[src/rtl/sram_pkg.sv]
// Shared constants for the small SRAM grid: default word width and
// the encoding of the grid-wide read/write mode line.
package sram_pkg;

    localparam int   WORD_W   = 8;
    localparam logic RW_READ  = 1'b0;
    localparam logic RW_WRITE = 1'b1;

endpackage : sram_pkg

[src/rtl/bit_cell.sv]
// One bit of a storage word: a clearable flop written when the word is
// selected in write mode, and a wired-OR tap onto its passing bit line.
module bit_cell
    import sram_pkg::*;
(
    input  logic clk_i,
    input  logic rst_n_i,
    input  logic rw_i,
    input  logic sel_i,
    input  logic d_i,
    input  logic bit_i,
    output logic bit_o
);

    logic mem_q;
    logic mem_d;
    logic wen;
    logic ren;

    assign wen   = (rw_i == RW_WRITE) & sel_i;
    assign ren   = (rw_i == RW_READ) & sel_i;
    assign mem_d = wen ? d_i : mem_q;

    always_ff @(posedge clk_i or negedge rst_n_i) begin
        if (!rst_n_i) begin
            mem_q <= 1'b0;
        end else begin
            mem_q <= mem_d;
        end
    end

    // The unselected path must only see bit_i so a stale mem_q never leaks onto the bus.
    assign bit_o = ren ? (bit_i | mem_q) : bit_i;

endmodule : bit_cell

[src/rtl/word_cell.sv]
// One addressable word of the SRAM grid, built from WIDTH bit cells that
// share the mode and word-line selects and each tap one bit line.
module word_cell
    import sram_pkg::*;
#(
    parameter int WIDTH = WORD_W
) (
    input  logic             clk,
    input  logic             rst_n,
    input  logic             rw,
    input  logic             wordLine,
    input  logic [WIDTH-1:0] word,
    input  logic [WIDTH-1:0] bitLinesIn,
    output logic [WIDTH-1:0] bitLinesOut
);

    for (genvar b = 0; b < WIDTH; b++) begin : g_bit
        bit_cell u_bit (
            .clk_i   (clk),
            .rst_n_i (rst_n),
            .rw_i    (rw),
            .sel_i   (wordLine),
            .d_i     (word[b]),
            .bit_i   (bitLinesIn[b]),
            .bit_o   (bitLinesOut[b])
        );
    end

endmodule : word_cell

[config.mk]
export PLATFORM = sky130hd
export DESIGN_NAME = word_cell
export DESIGN_NICKNAME = d
export VERILOG_FILES = /design/src/rtl/sram_pkg.sv /design/src/rtl/bit_cell.sv /design/src/rtl/word_cell.sv
export SDC_FILE = /design/constraint.sdc
export NUM_CORES = 1
export LEC_CHECK = 0
export CAP_MARGIN = 40
export CORE_AREA = 2 2 39 41
export CTS_BUF_LIST = sky130_fd_sc_hd__clkbuf_8
export DETAILED_ROUTE_END_ITERATION = 7
export DIE_AREA = 0 0 41 43
export GPL_ROUTABILITY_DRIVEN = 0
export GPL_TIMING_DRIVEN = 0
export PLACE_DENSITY = 0.81
export SLEW_MARGIN = 20
export SYNTH_ARGS = -nofsm -noshare
export SYNTH_HDL_FRONTEND = slang
export SYNTH_HIERARCHICAL = 1
export SYNTH_SLANG_ARGS = --single-unit
export TNS_END_PERCENT = 10
[constraint.sdc]
create_clock -name clk -period 1.35 [get_ports clk]
set_input_delay 0.27 -clock clk [delete_from_list [all_inputs] [get_ports clk]]
set_output_delay 0.27 -clock clk [all_outputs]
set_load 0.005 [all_outputs]
==> impl_metrics.env <==
export IMPL_netlist_area_sq_um=450
export IMPL_portBuffers=27
export IMPL_postCtsResizedCells=26
export IMPL_p_sw_uw=153
export IMPL_antenna_found_initial=0
export IMPL_core_area_sq_um=1380
export IMPL_wl_um=977
export IMPL_path_max_fanout=1
export IMPL_cts_tree="done"
export IMPL_startpoint_type="input pin"
export IMPL_dpl_worst_slack_ns=-0.824
export IMPL_hold_violations=0
export IMPL_grt_pass1_wl_um=1530
export IMPL_fin_area_sq_um=732
export IMPL_finalCritPeriodShare_pct=94.8
export IMPL_dpl_cell_area_sq_um=741
export IMPL_ys_seq_area_share_pct=44.4
export IMPL_ctsHoldBuffers=0
export IMPL_cts_max_path_buffers=2
export IMPL_io_pin_count=28
export IMPL_fmax_mhz=781
export IMPL_synth_top_area_cell="dfrtp_1"
export IMPL_leakagePower_nw=0.377
export IMPL_grt_usage_pct=12.1
export IMPL_critPathCaptureType="primary output"
export IMPL_required_ns=1.08
export IMPL_hold_path_class="in -> async"
export IMPL_clk_pin_slew_ns=0.04
export IMPL_finalCriticalPeriod_ns=1.28
export IMPL_detailed_place_hpwl_um=737
export IMPL_power_total_uw=746
export IMPL_maxCapViolations=0
export IMPL_ys_seq_elements=8
export IMPL_rows=14
export IMPL_drv_slew=0
export IMPL_synth_cell_types=5
export IMPL_switching_share_pct=20.5
export IMPL_internal_power_uw=593
export IMPL_crit_arrival_ns=1.01
export IMPL_rsz0062_at_grt="no"
export IMPL_crit_type="in -> out"
export IMPL_cts_sinks=8
export IMPL_layout_cells_most_common="clkdlybuf4s50_1"
export IMPL_via_per_inst=4.70
export IMPL_syn2layout_area_growth_pct=62.5
export IMPL_drc=0
export IMPL_ys_top_cells_by_area="dfrtp_1 44%, mux2_4 27%, a31o_2 16%, inv_1 6.7%, nand2_1 6.7%"
export IMPL_cts_buffers=3
export IMPL_worst_slew_pin_slew_ns=0.358
export IMPL_setup_tns_ns=0
export IMPL_drtIter0Drc=0
export IMPL_cts_setup_buffers=0
export IMPL_start_util_pct=32.5
export IMPL_h_tree_depth=1
export IMPL_dr_pass1_iters=1
export IMPL_ir_drop_v=0.000573
export IMPL_fin_nets=92
export IMPL_avgSynthCellArea_sq_um=11.3
export IMPL_drive_gt1_share_pct=41.4
export IMPL_ant_nets=0
export IMPL_antenna_cells=0
export IMPL_outcome="finished clean"
export IMPL_gr_total_overflow=0
export IMPL_dieArea_sq_um=1760
export IMPL_worst_slack_ns=0.0704
export IMPL_finalSetupViolations=0
export IMPL_wire_per_inst_um=11.4
export IMPL_yosysWarnings=6
export IMPL_pwr_share_comb_pct=24.1
export IMPL_die_h_um=43
export IMPL_pwr_share_seq_pct=39.8
export IMPL_grt_pass1_vias=369
export IMPL_clock_latency_ns=0.22
export IMPL_largest_reg_flops=8
export IMPL_biggestRegsByFlops="g_bit.u_bit/mem_q x8"
export IMPL_relSlewSlack_pct=76.1
export IMPL_skew_ns=0
export IMPL_root_buffer="clkbuf_8"
export IMPL_regMostFlops="g_bit.u_bit/mem_q"
export IMPL_die_x_um=41
export IMPL_dr_total_vias=404
export IMPL_synth_net_count=60
export IMPL_synth_top_area_share_pct=44.4
export IMPL_powerDensity_nw_per_um2=1020
export IMPL_grt_max_degree=17
export IMPL_synthCells=40
export IMPL_clock_power_share_pct=36.2
[path summary, 6_finish.rpt]
check	cells past startpoint	slack, ns	startpoint	to
setup / recovery	3	0.07	bitLinesIn[3]	bitLinesOut[3]
hold / removal	1	0.33	rst_n	g_bit[1].u_bit/mem_q
setup reg to reg	1	0.60	g_bit[3].u_bit/mem_q	g_bit[3].u_bit/mem_q
hold reg to reg	1	0.51	g_bit[5].u_bit/mem_q	g_bit[5].u_bit/mem_q
max in group asynchronous	1	0.76	rst_n	g_bit[7].u_bit/mem_q
min in group clk	1	0.51	g_bit[5].u_bit/mem_q	g_bit[5].u_bit/mem_q
[cell families after synthesis]
family | after synthesis | share of synthesized area, %
AOI/OAI and AO/OA | 8 | 15.6
buffers and inverters | 8 | 6.67
DFF | 8 | 44.4
muxes | 8 | 26.7
and+or+nand+nor | 8 | 6.67
[worst max-delay path, stage by stage]
cell             delay (ns)
clkdlybuf4s50_1        0.41
a31o_2                 0.22
clkbuf_2               0.11
[final cells by class]
cell class	count	area, sq um
Timing Repair Buffer	27	220
Inverter	8	30.0
Clock buffer	3	41.3
Tap cell	16	20.0
Fill cell	136	652
Sequential cell	8	200
Multi-Input combinational cell	24	220
[cell usage after synthesis, drive strengths merged]
library cell and number:
a31o 8, dfrtp 8, inv 8, mux2 8, nand2 8
[metal layers]
metal	GRT usage, %	up-vias	part of all wire, %	wire (um)
met5	0	-	0	0
met3	3.14	0	9.1	89
li1	-	196	-	-
met2	18.1	21	45	436
met1	17.3	187	46	450
met4	2.00	0	0	0
[power by group through the flow]
stage / clock [mW] / sequential (mW) / combinational [mW]
floorplan: 0 / 0.294 / 0.0907
global placement: 0 / 0.298 / 0.198
detailed placement: 0 / 0.299 / 0.203
CTS: 0.277 / 0.297 / 0.192
global route: 0.297 / 0.301 / 0.195
finish: 0.270 / 0.297 / 0.180
[through the flow]
step,std cells,hold slack [ns],utilization [%]
global route,86,0.361,52.9
CTS,86,0.351,55.8
detailed placement,83,0.496,53.5
floorplan,40,-0.0256,-
global placement,83,0.492,53.5
finish,86,0.331,52.9
No activity file was read; power rests on OpenSTA's default activity.
